`src/rtl/lms_controller.sv`:
```
// rtl/lms_controller.sv - LMS filter sequencer: steps data_path through read, y/e/w update and
// weight write-back for NUM_SAMPLES samples per frame, with a per-state wait watchdog.
module lms_controller #(
  parameter int NUM_SAMPLES = 50,
  parameter int TIMEOUT     = 255
) (
  input  logic       clock,
  input  logic       reset,
  input  logic       start,
  input  logic       done_read_Dn,
  input  logic       done_read_Xn,
  input  logic       done_yn,
  input  logic       done_en,
  input  logic       done_wn1,
  input  logic       done_write_wn,
  output logic       memory_Dn_active,
  output logic       memory_Xn_active,
  output logic       memory_bobot_active,
  output logic       y_active,
  output logic       e_active,
  output logic       w_active,
  output logic       sys_reset_active,
  output logic       busy,
  output logic       sample_done,
  output logic       frame_done,
  output logic       error,
  output logic [7:0] sample_count
);

  typedef enum logic [3:0] {
    IDLE, CLEAR, READ, CALC_Y, CALC_E, CALC_W, WRITE_W, NEXT, FINISH, ERR
  } state_t;

  // A wait state is abandoned on the cycle whose counter value is TIMEOUT-1,
  // giving exactly TIMEOUT cycles in the state before ERR.
  localparam logic [7:0] LAST_WAIT = 8'(TIMEOUT - 1);
  localparam logic [7:0] FRAME_LEN = 8'(NUM_SAMPLES);

  state_t     state;
  state_t     state_next;
  logic       sticky_dn;
  logic       sticky_xn;
  logic [7:0] wait_cnt;
  logic       read_done;
  logic       timed_out;
  logic       waiting;

  always_comb begin
    read_done = (sticky_dn | done_read_Dn) & (sticky_xn | done_read_Xn);
    timed_out = (wait_cnt == LAST_WAIT);
    waiting   = (state == READ) || (state == CALC_Y) || (state == CALC_E) ||
                (state == CALC_W) || (state == WRITE_W);
  end

  // Exit conditions are tested before the watchdog so a late done still wins.
  always_comb begin
    state_next = state;
    case (state)
      IDLE:    if (start) state_next = CLEAR;
      CLEAR:   state_next = READ;
      READ:    if (read_done)     state_next = CALC_Y;
               else if (timed_out) state_next = ERR;
      CALC_Y:  if (done_yn)       state_next = CALC_E;
               else if (timed_out) state_next = ERR;
      CALC_E:  if (done_en)       state_next = CALC_W;
               else if (timed_out) state_next = ERR;
      CALC_W:  if (done_wn1)      state_next = WRITE_W;
               else if (timed_out) state_next = ERR;
      WRITE_W: if (done_write_wn) state_next = NEXT;
               else if (timed_out) state_next = ERR;
      NEXT:    state_next = (sample_count == FRAME_LEN) ? FINISH : READ;
      FINISH:  state_next = IDLE;
      ERR:     if (start) state_next = CLEAR;
      default: state_next = IDLE;
    endcase
  end

  // Outputs are registered from the next state so they line up with the state register.
  always_ff @(posedge clock or posedge reset) begin
    if (reset) begin
      state               <= IDLE;
      sticky_dn           <= 1'b0;
      sticky_xn           <= 1'b0;
      wait_cnt            <= 8'd0;
      memory_Dn_active    <= 1'b0;
      memory_Xn_active    <= 1'b0;
      memory_bobot_active <= 1'b0;
      y_active            <= 1'b0;
      e_active            <= 1'b0;
      w_active            <= 1'b0;
      sys_reset_active    <= 1'b0;
      busy                <= 1'b0;
      sample_done         <= 1'b0;
      frame_done          <= 1'b0;
      error               <= 1'b0;
      sample_count        <= 8'd0;
    end else begin
      state     <= state_next;
      sticky_dn <= (state == READ) && (state_next == READ) && (sticky_dn | done_read_Dn);
      sticky_xn <= (state == READ) && (state_next == READ) && (sticky_xn | done_read_Xn);

      if (waiting && (state_next == state)) begin
        wait_cnt <= wait_cnt + 8'd1;
      end else begin
        wait_cnt <= 8'd0;
      end

      memory_Dn_active    <= (state_next == READ);
      memory_Xn_active    <= (state_next == READ);
      memory_bobot_active <= (state_next == READ) || (state_next == WRITE_W);
      y_active            <= (state_next == CALC_Y);
      e_active            <= (state_next == CALC_E);
      w_active            <= (state_next == CALC_W);
      sys_reset_active    <= (state_next == CLEAR);
      busy                <= (state_next != IDLE) && (state_next != ERR);
      sample_done         <= (state_next == NEXT);
      frame_done          <= (state_next == FINISH);
      error               <= (state_next == ERR);

      if (state_next == CLEAR) begin
        sample_count <= 8'd0;
      end else if (state_next == NEXT) begin
        sample_count <= sample_count + 8'd1;
      end
    end
  end

endmodule

```
`config.mk`:
```
export PLATFORM = sky130hd
export DESIGN_NAME = lms_controller
export DESIGN_NICKNAME = d
export VERILOG_FILES = /design/src/rtl/lms_controller.sv
export SDC_FILE = /design/constraint.sdc
export NUM_CORES = 1
export LEC_CHECK = 0
export ABC_AREA = 1
export CAP_MARGIN = 5
export CORE_UTILIZATION = 29
export DETAILED_ROUTE_END_ITERATION = 8
export SYNTH_ARGS = -nofsm -noshare
export SYNTH_HDL_FRONTEND = slang
export SYNTH_SLANG_ARGS = --single-unit
export TNS_END_PERCENT = 50
```
`constraint.sdc`:
```
create_clock -name clock -period 2.5 [get_ports clock]
set_input_delay 0.375 -clock clock [delete_from_list [all_inputs] [get_ports clock]]
set_output_delay 0.375 -clock clock [all_outputs]
set_load 0.01 [all_outputs]
```
# After elaboration in Yosys (flattened, before gate mapping)
# Cells that the tools add are included.
# word_totals
ff_bits	32
inputBits	9
elab_cells	67
# classes
add_sub_neg	2
n_eq_ne	21
n_mux	12
bitwise_logic	3
n_reduce_logical	14
# ops
op	n
$eq 4x3->1 const B	8
$mux 4	8
$pmux 4 s8	1
$mux 8	3
$add 8x1->8 const B	2
$eq 4x2->1 const B	4
$eq 4x4->1 const B	3
$eq 4x1->1 const B	2
$eq 8x6->1 const B	1
$eq 8x8->1 const B	1
$logic_and 1x1->1	5
$logic_or 1x1->1	5
$eq 4x4->1	1
$logic_not 4->1	1
$ne 4x4->1 const B	1
$reduce_bool 4->1	1
$or 1x1->1	2
$reduce_bool 2->1	1
$reduce_or 2->1	1
$and 1x1->1	1

# Longest topological paths before layout
# depth
word_depth	7
mapped_depth	14

# Worst setup path before layout
# No wires, ideal clock.
# synth_timing
path_type	reg2reg
from	register wait_cnt[0]
to	register sample_count[1]
setup_ns	0.118
arrival_time_ns	1.643
path_slack_ns	0.740
path_stages_with_launch	14
path_buffers	0
period_less_slack_ns	1.760
path_cell_list	dfrtp_1 -> inv_1 -> ha_1 -> inv_1 -> nor2_1 -> nand2_2 -> nand2_1 -> and3_1 -> nor2_1 -> nand2_1 -> nor2_2 -> nand2_4 -> nand3_1 -> nand2_1
# synth_via
elab_chain_cells	6
word_cells_on_any_way	12
cone_classes	3 x eq/ne; 8 x mux; 1 x reduce/logical
# synth_lines
element	line_no	text
from (decl)	43	logic [7:0] wait_cnt;
from (signal assigned)	103	wait_cnt <= wait_cnt + 8'd1;
$eq 8x8->1 (*)	50	timed_out = (wait_cnt == LAST_WAIT);
$mux 4 (*)	--	
$mux 4, on equally long branches	--	
$pmux 4 s8 (*)	58	case (state)
via state_next[3]	40	state_t state_next;
$eq 4x1->1 or $eq 4x3->1 (tied branches)	120, 122	
$mux 8 or $reduce_bool 2->1 (tied branches)	--	
to (signal assigned)	123	sample_count <= sample_count + 8'd1;
to (decl)	27	output logic [7:0] sample_count
# The timed path passes the listed nets; every way through them passes the cells marked *.
# A chain may end at the register's enable or synchronous reset.

# Worst setup path after layout
# Same ends and word-level chain as after synthesis.

==> impl_summary.log <==
INFO  metric status = complete, no violations
INFO  metric route.antenna.remaining_nets = 0
INFO  metric vdd.ir_drop.worst = 0.561 mV
INFO  metric yosys_synthesis_warning_count = 0
INFO  metric timing.final.ws_setup = 0.491 ns
INFO  metric clock-sinks = 32
INFO  metric fmax = 0.498 GHz
INFO  metric num_antenna_cells = 0
INFO  metric area_grow_syn2layout = 24.2%
INFO  metric cts-root-to-sink-buffers = 2
INFO  metric postSynthNetCount = between 200 and 300
INFO  metric dpl-instance-area = 2280 sq um
INFO  metric total_leakage_power = roughly 1.2 nW
INFO  metric critical-path-slowest-cell = sky130_fd_sc_hd__dfrtp_1
INFO  metric viasPerCell = between 4 and 5
INFO  metric synth.top_cell.area_share = 0.418
INFO  metric h_tree_levels = 2
INFO  metric dr.first_iter.drc_count = slightly below 80
INFO  metric synth_ff_type = sky130_fd_sc_hd__dfrtp_1
INFO  metric crit_chain = inv_1 > ha_1 > inv_1 > nor2_1 > nand2_2 > nand2_1 > and3_1 > nor2_1 > nand2_1 > nor2_2 > nand2_4 > nand3_1 > nand2_1
INFO  metric post_cts_resize_count = 0
INFO  metric post_cts_setup_inserts = 0
INFO  metric power.density = roughly 860 nW/um^2
INFO  metric synth_enable_flop_cells = 0
INFO  metric holdWs = just under 0.5 ns
INFO  metric cts-root-buf = sky130_fd_sc_hd__clkbuf_8
INFO  metric synth_seq_area_share = 0.418
INFO  metric io_port_bufs = 27
INFO  metric synthTopCellsByArea = sky130_fd_sc_hd__dfrtp_1 (42%), sky130_fd_sc_hd__nand2_1 (10%), sky130_fd_sc_hd__nor2_1 (6.5%)
INFO  metric worst-slew-pin-transition = 0.404 ns
INFO  metric rr_endpoint = sample_count[1]
INFO  metric fin_cells = 354
INFO  metric first_global_vias = 1,495
INFO  metric maxCapViolations = 0
INFO  metric dp_worst_setup_slack = between 0.4 and 0.5 ns
INFO  metric grt_setup_unrepaired = no
INFO  metric floorplan.core_area = approximately 6300 sq um
INFO  metric critical_path.n_buffers_inverters = 2
INFO  metric clkLatencyLatePin = approximately 0.27 ns
INFO  metric postSynthCellCount = between 200 and 250
INFO  metric avgRoutedWirePerCell = 11.6 um
INFO  metric synth.lib_cells_used.distinct = 28
INFO  metric grt_max_degree = 33
INFO  metric synth.cells.most_frequent = sky130_fd_sc_hd__nand2_1 (52), sky130_fd_sc_hd__nor2_1 (33), sky130_fd_sc_hd__dfrtp_1 (32)
INFO  metric max_slew_margin = 0.731
INFO  metric start_util = 0.301
INFO  metric post_route_cells_drive_above_1_share = 0.199
INFO  metric grt_overflow = 0
INFO  metric worstPathRequired = roughly 2.7 ns
INFO  metric most_used_routing_layer = met2
INFO  metric final-hold-violation-count = 0
INFO  metric finClkSkew = 0.00126 ns
INFO  metric top_level_ports = 28
INFO  metric globalRouteMet1Util = 0.172
INFO  metric worst-path-stages = 13
INFO  metric placementRows = 29
INFO  metric final_net_count = 290
INFO  metric critical_path_peak_fanout = 8
INFO  metric global_route.usage.met3 = 0.0308
INFO  metric cell_mode_on_critical_path = sky130_fd_sc_hd__nand2_1
INFO  metric fin_total_pwr = roughly 2.0 mW
INFO  metric synthesis.area_per_instance = around 7.9 sq um
INFO  metric share_of_the_cycle_needed_by_the_critical_path_after_routing = 0.803
INFO  metric grt_pass1_wl = around 7 mm
INFO  metric timing.critical_path.to_type = flop
INFO  metric post_cts_hold_buffer_count = 0
INFO  metric tritoncts = built
INFO  metric launching_point_of_the_worst_reg2reg_path = wait_cnt[0]
INFO  metric global_routing_usage_on_met2 = 0.197
INFO  metric dpl.hpwl = around 3.2 mm
INFO  metric ff_to_ff_setup_slack = 0.49 ns
INFO  metric drv_slew = 0
INFO  metric type_of_the_worst_setup_path = flop to flop
INFO  metric synthArstFlopShare = 1.00
INFO  metric worstHoldPathType = primary input to async pin
INFO  metric rr_worst_depth = 13
INFO  metric netlist.top_cell.by_area = sky130_fd_sc_hd__dfrtp_1
INFO  metric initial_antenna_violation_count = 0
INFO  metric die_h = between 80 and 90 um
INFO  metric cts-buffers-inserted = 5
INFO  metric final-setup-viol-count = 0
INFO  metric layout_top_registers = sample_count: 8 flops, wait_cnt: 8 flops, state: 4 flops
INFO  metric post-route-cell-area = roughly 2400 sq um
INFO  metric dpl.cell_count = around 350
INFO  metric drc = 0
INFO  metric number_of_vias_in_the_routed_layout = 1,613
INFO  metric data_arrival_time_of_the_critical_path = 2.18 ns
INFO  metric total_length_of_routed_wires = ~4.1 mm
INFO  metric startpoint_type = flop
INFO  metric final_core_utilization = 0.374
INFO  metric synthesis.area = 1910 sq um
INFO  metric drtPass1Iterations = 4
INFO  metric cts.reportedPaths.clkPinSlew = 0.06 ns
INFO  metric final.min_clock_period = about 2 ns
INFO  metric grt_use_total = 0.126
INFO  metric die-width = between 80 and 90 um
INFO  metric setup_tns = 0 ns
INFO  metric critical-path-top-delay-family = simple AND/OR/NAND/NOR gates
INFO  metric timing.critical_path.slowest_cell_delay = 0.43 ns
INFO  metric number_of_flip_flops_and_latches_in_the_synthesized_netlist = 32
INFO  metric die-area = 6930 sq um
INFO  metric place_congestion = ~0.98
INFO  metric synthMostInstantiatedCell = sky130_fd_sc_hd__nand2_1
worst max path at each step:
| stage | startpoint | to | slack (ns) |
|---|---|---|---|
| 2_1_floorplan | wait_cnt[0] | sample_count[1] | 0.74 |
| 3_3_place_gp | done_yn | busy | 0.40 |
| 3_5_place_dp | done_yn | busy | 0.41 |
| 4_1_cts | wait_cnt[0] | sample_count[1] | 0.51 |
| 5_1_grt | wait_cnt[0] | sample_count[7] | 0.29 |
| 6_report | wait_cnt[0] | sample_count[1] | 0.49 |
cell type report:
class | count | area (sq um)
Fill cell | 657 | 3970
Multi-Input combinational cell | 177 | 982
Sequential cell | 32 | 801
Timing Repair Buffer | 28 | 278
Inverter | 33 | 124
Clock buffer | 7 | 96.3
Tap cell | 77 | 96.3
placed cells by master, fill, tap and decap left out, types with 2 or more instances in the layout:
| master | netlist | routed |
|---|---|---|
| sky130_fd_sc_hd__nor2_2 | 13 | 13 |
| sky130_fd_sc_hd__or2_2 | 2 | 2 |
| sky130_fd_sc_hd__nand2_4 | 4 | 4 |
| sky130_fd_sc_hd__nor2_4 | 6 | 6 |
| sky130_fd_sc_hd__clkbuf_8 | 0 | 7 |
| sky130_fd_sc_hd__nor3_1 | 2 | 2 |
| sky130_fd_sc_hd__inv_2 | 6 | 6 |
| sky130_fd_sc_hd__nand2_2 | 9 | 9 |
| sky130_fd_sc_hd__nand2_1 | 52 | 52 |
| sky130_fd_sc_hd__o21bai_1 | 3 | 3 |
| sky130_fd_sc_hd__inv_1 | 26 | 26 |
| sky130_fd_sc_hd__clkdlybuf4s50_1 | 0 | 27 |
| sky130_fd_sc_hd__ha_1 | 4 | 4 |
| sky130_fd_sc_hd__xor2_1 | 6 | 6 |
| sky130_fd_sc_hd__nand3_1 | 24 | 24 |
| sky130_fd_sc_hd__nand3_2 | 4 | 4 |
| sky130_fd_sc_hd__nor2_1 | 33 | 33 |
| sky130_fd_sc_hd__a21oi_1 | 6 | 6 |
| sky130_fd_sc_hd__dfrtp_1 | 32 | 32 |
tightest hold or removal path, cell delays in order:
cell                              delay, ns
sky130_fd_sc_hd__clkdlybuf4s50_1       0.40
sky130_fd_sc_hd__inv_1                 0.05
sky130_fd_sc_hd__buf_4                 0.36
power by group:
| group | internal [mW] | total [mW] | switching [mW] | leakage, nW |
|---|---|---|---|---|
| logic | 0.342 | 0.968 | 0.626 | 0.698 |
| registers | 0.589 | 0.653 | 0.0642 | 0.437 |
| clock network | 0.245 | 0.422 | 0.177 | 0.0503 |
cells by family after synthesis:
kind of cell               Yosys count  synth area share
AOI/OAI and AO/OA                   13            0.0425
buffers and inverters               34            0.0686
DFF                                 32             0.418
and+or+nand+nor                    153             0.412
xor gates and xnor gates             7            0.0320
adders and majority gates            4            0.0261
routing by layer:
| metal | share of wire | vias to the layer above | wire length (um) |
|---|---|---|---|
| li1 | - | 824 | - |
| met1 | 0.48 | 750 | 1990 |
| met2 | 0.46 | 33 | 1900 |
| met3 | 0.044 | 6 | 183 |
| met4 | 0.011 | 0 | 44 |
| met5 | 0 | - | 0 |
(Power assumes the default switching activity.)
==> RTL edit 1 (same flow settings) <==
`TIMEOUT`: 255 -> 127.
--- a/src/rtl/lms_controller.sv
+++ b/src/rtl/lms_controller.sv
@@ -2,7 +2,7 @@
 // weight write-back for NUM_SAMPLES samples per frame, with a per-state wait watchdog.
 module lms_controller #(
   parameter int NUM_SAMPLES = 50,
-  parameter int TIMEOUT     = 255
+  parameter int TIMEOUT     = 127
 ) (
   input  logic       clock,
   input  logic       reset,
Formal check against the unedited RTL: same outputs for any inputs over 10 cycles, from zero or initial values and one cycle with reset high; that may be too few to reach the edited logic, so the function may still have changed.
==> RTL edit 1 against the original RTL <==
- total power shrank 10%
- worst hold slack lost 0.016 ns
- final cell count grew 0.56%
- setup slack gained 0.055 ns
- sequential cell count is the same
- area after synthesis shrank 5.8%
- sequential share of layout area grew 1.8 points
- routed wire length shrank 2.4%
- combinational power shrank 19%
- cell area shrank 5.2%
- critical endpoint is now sample_count[0]$_DFFE_PP0P_
==> RTL edit 1: results <==
grt:
  grt_usage_pct: 14.2
  grt_first_pass_wirelength_um: 6950
  first_global_vias: 1511
final_layout:
  buf_share_pct: 12.3
  fin_nets: 293
  nFillCells: 668
  multi_input_area_share_pct: 38.1
  seq_share_pct: 35.5
  clk_share_pct: 3.88
  drive_gt1_share_pct: 11.0
  synthToLayoutAreaGrowth_pct: 25.1
  inverters: 36
logic_synthesis:
  synth_cell_type_count: 24
  synthAdderAreaFrac_pct: 2.78
  syn_area_um2: 1800
  synth_xor_area_share_pct: 3.40
  syn_nets: 259
  synth_area_leaders: "dfrtp_1, nand2_1, nor2_1"
  synth_common_cells: "nand2_1, nor2_1, dfrtp_1, inv_1, nand3_1"
  synth_mux_area_share_pct: 0
  synth_compound_area_share_pct: 4.02
  synth-seq-area-share_pct: 44.4
  synthCells: 246
detailed_routing:
  vias: 1608
  wirelength_um: 4030
  post_drt_wl_per_cell_um: 11.3
  drt_iter0_markers: 183
place:
  dp_hpwl_um: 2960
  placed_cell_area_um2: 2170
  pre_cts_ws_ns: 0.354
  gp_congestion: 0.961
power_and_ir_drop:
  sw_frac_of_total_pct: 41.8
  total_leakage_power_nw: 1.14
  p_clk_share_pct: 22.1
  share_comb_of_total_power_pct: 42.7
  p_int_mw: 1.07
critical_path:
  r2r_slack_ns: 0.55
  rr_endpoint: "sample_count[0]$_DFFE_PP0P_"
  cpPeakStageDelay_ns: 0.39
  crit_arrival_ns: 2.13
  reg2reg_from: "wait_cnt[0]$_DFF_PP0_"
  crit_fanout: 7
  reg2reg_depth: 14
timing:
  relSlewSlack_pct: 72.8
  max_freq_mhz: 512
  finClkSkew_ns: 0.00351
  timing.hold.ws_ns: 0.473
cts:
  cts_hold_buf: 0
  post_cts_buffers: 0
  cts_max_level: 2
run_status:
  outcome: "finished, final reports clean"
-- RTL edit 1: cell count changes after synthesis, moves of 4 or more --
| cell | before | now |
|---|---|---|
| nand2_1 | 52 | 59 |
| nand2_2 | 9 | 4 |
| nor2_4 | 6 | 0 |
| nor2_2 | 13 | 9 |
| inv_1 | 26 | 32 |
| nor2_1 | 33 | 45 |
-- RTL edit 1: cell families (layout without fill, tap and decap cells) --
| family | count (synthesis) | count (layout) |
|---|---|---|
| flip-flops | 32 | 32 |
| buffers and inverters | 37 | 72 |
| AND/OR/NAND/NOR | 153 | 153 |
| XOR/XNOR | 7 | 7 |
| AO/OA/AOI/OAI | 13 | 13 |
| adder cells (fa/ha/maj) | 4 | 4 |
-- RTL edit 1: per-layer routing --
| metal | track usage, % | wire length [um] |
|---|---|---|
| met4 | 7.50 | 89 |
| met1 | 18.9 | 1900 |
| met3 | 3.71 | 240 |
| met2 | 20.9 | 1790 |
| met5 | 0 | 0 |
==> RTL edit 2 (same flow settings) <==
Made on the original files. The output `memory_Xn_active` loses its register stage (`memory_Xn_active` becomes a continuous assignment).
--- a/src/rtl/lms_controller.sv
+++ b/src/rtl/lms_controller.sv
@@ -83,7 +83,6 @@
       sticky_xn           <= 1'b0;
       wait_cnt            <= 8'd0;
       memory_Dn_active    <= 1'b0;
-      memory_Xn_active    <= 1'b0;
       memory_bobot_active <= 1'b0;
       y_active            <= 1'b0;
       e_active            <= 1'b0;
@@ -106,7 +105,6 @@
       end
 
       memory_Dn_active    <= (state_next == READ);
-      memory_Xn_active    <= (state_next == READ);
       memory_bobot_active <= (state_next == READ) || (state_next == WRITE_W);
       y_active            <= (state_next == CALC_Y);
       e_active            <= (state_next == CALC_E);
@@ -125,5 +123,7 @@
     end
   end
 
+  assign memory_Xn_active = (state_next == READ);
+
 endmodule
 
Formal check against the unedited RTL: not equivalent (Yosys sat finds a counterexample within 4 cycles, from zero or initial values and one cycle with reset high).
==> RTL edit 2 against the original RTL <==
- setup slack lost 0.32 ns
- total power is 2.1% higher
- cell area up 1.7%
- global-route usage up 0.31 points
- sequential cell count is the same
- area after synthesis down 0.39%
- via count stayed put
- critical path depth down 3
- routed wire length shrank 0.80%
==> RTL edit 2: results <==
cts:
  root_buffer: "clkbuf_8"
  cts_buffer_depth: 2
  cts_max_level: 2
  numCtsBuffers: 5
  cts.clk_slew.worst_paths_ns: 0.07
  clk_latency_ns: 0.28
critical_path:
  crit_end: "memory_Xn_active"
  critPathSlowestCell: "dfrtp_1"
  r2r_slack_ns: 0.44
  crit_fanout: 7
  critPathTopFamily: "simple AND/OR/NAND/NOR gates"
  reg2reg_from: "wait_cnt[1]$_DFF_PP0_"
  cpPeakStageDelay_ns: 0.48
  crit_start: "state[0]$_DFF_PP0_"
  crit_arrival_ns: 1.95
  reg2reg_depth: 12
  rr_endpoint: "sample_count[1]$_DFFE_PP0P_"
  crit_type: "reg -> out"
final_layout:
  reg_top3: "sample_count x8, wait_cnt x8, state x4"
  diodes: 0
  nFillCells: 641
  fin_nets: 298
  drive_gt1_share_pct: 21.8
detailed_routing:
  post_drt_wl_per_cell_um: 11.3
  vias: 1613
  drt_iter0_markers: 98
  drt_first_pass_iters: 4
grt:
  grt.overflow.total: 0
  grt_max_degree: 33
  grt_first_pass_wirelength_um: 7110
  first_global_vias: 1530
  grt_usage_pct: 12.9
  antenna_found_initial: 0
timing:
  relSlewSlack_pct: 73.0
  finClkSkew_ns: 0.00580
logic_synthesis:
  synth_xor_area_share_pct: 3.22
  ys.flop_type: "dfrtp_1"
  synth-seq-area-share_pct: 42.0
  synth_mux_area_share_pct: 0
  synthAdderAreaFrac_pct: 2.62
  synth_cell_type_count: 27
  async_flop_share_pct: 100
  synth_compound_area_share_pct: 4.27
  synth_area_leaders: "dfrtp_1, nand2_1, nor2_1"
  yosysWarnings: 0
  syn_nets: 255
  synth_common_cells: "nand2_1, nor2_1, dfrtp_1"
power_and_ir_drop:
  ir_worst_vdd_mv: 0.501
  p_int_mw: 1.20
  total_leakage_power_nw: 1.22
run_status:
  outcome: "finished, final reports clean"
min_path:
  hp-class: "in -> async"
place:
  gp_congestion: 0.898
  portBuffers: 27
  dp_hpwl_um: 3130
  placed_cell_area_um2: 2330
==> RTL edit 2: cell count changes after synthesis, sizes merged <==
cell	delta
buf	-1
==> RTL edit 2: power groups by stage <==
stage	combinational (mW)	clock (mW)	sequential [mW]
floorplan	0.705	0	0.666
global placement	1.07	0	0.662
detailed placement	1.06	0	0.657
CTS	1.08	0.383	0.648
global route	1.20	0.412	0.658
finish	1.07	0.368	0.648
==> RTL edit 2: cell type report <==
class	count	area share, %
multi-input combinational	177	40.6
sequential	32	33.1
timing repair buffer	36	13.9
inverter	33	5.12
tap	77	3.99
clock buffer	6	3.00
clock inverter	1	0.207
==> RTL edit 2: kinds of logic after synthesis <==
group / count (synthesis)
AND/OR/NAND/NOR: 153
XOR/XNOR: 7
adder cells (fa/ha/maj): 4
flip-flops: 32
AO/OA/AOI/OAI: 13
buffers and inverters: 33
==> RTL edit 2: routing by layer <==
metal / GRT usage, % / routed length [um] / up-vias
met5: 0 / 0 / -
met1: 17.6 / 2080 / 740
met2: 20.3 / 1770 / 33
met3: 3.48 / 225 / 3
met4: 2.82 / 22 / 0
li1: - / - / 837
==> RTL edit 2: per-stage QoR <==
step / utilization (%) / setup TNS, ns / total power, mW / instances / setup slack [ns]
after floorplan: - / 0 / 1.37 / 242 / 0.684
after global placement: 36.6 / -0.00119 / 1.73 / 353 / -0.00119
after detailed placement: 36.6 / -0.00669 / 1.72 / 353 / -0.00669
after CTS: 38.1 / 0 / 2.11 / 362 / 0.157
after global routing: 38.1 / 0 / 2.27 / 362 / 0.0276
final: 38.1 / 0 / 2.09 / 362 / 0.175
==> RTL edit 2: worst min path at each step <==
| stage | end | slack [ns] | cells past startpoint |
|---|---|---|---|
| detailed placement | sticky_dn$_DFF_PP0_ | 0.52 | 2 |
| finish | sample_done$_DFF_PP0_ | 0.47 | 3 |
| global route | sample_done$_DFF_PP0_ | 0.51 | 3 |
| CTS | sample_count[7]$_DFFE_PP0P_ | 0.49 | 3 |
| floorplan | wait_cnt[0]$_DFF_PP0_ | 0.48 | 1 |
| global placement | sticky_dn$_DFF_PP0_ | 0.51 | 2 |
==> RTL edit 2: worst register-to-register path, delay by kind of cell, from the launching register on <==
kind | cells | cell delay [ns]
buf+inv | 1 | 0.05
flops | 1 | 0.41
simple gates | 10 | 1.29
fa+ha+maj | 1 | 0.19
==> RTL edit 2: timing repair <==
| item | CTS | global route |
|---|---|---|
| gates resized for setup | 1 | 0 |
| buffers inserted | 2 | 0 |
| endpoints found under the hold margin | 0 | 0 |
| endpoints found under the setup margin | 1 | 0 |
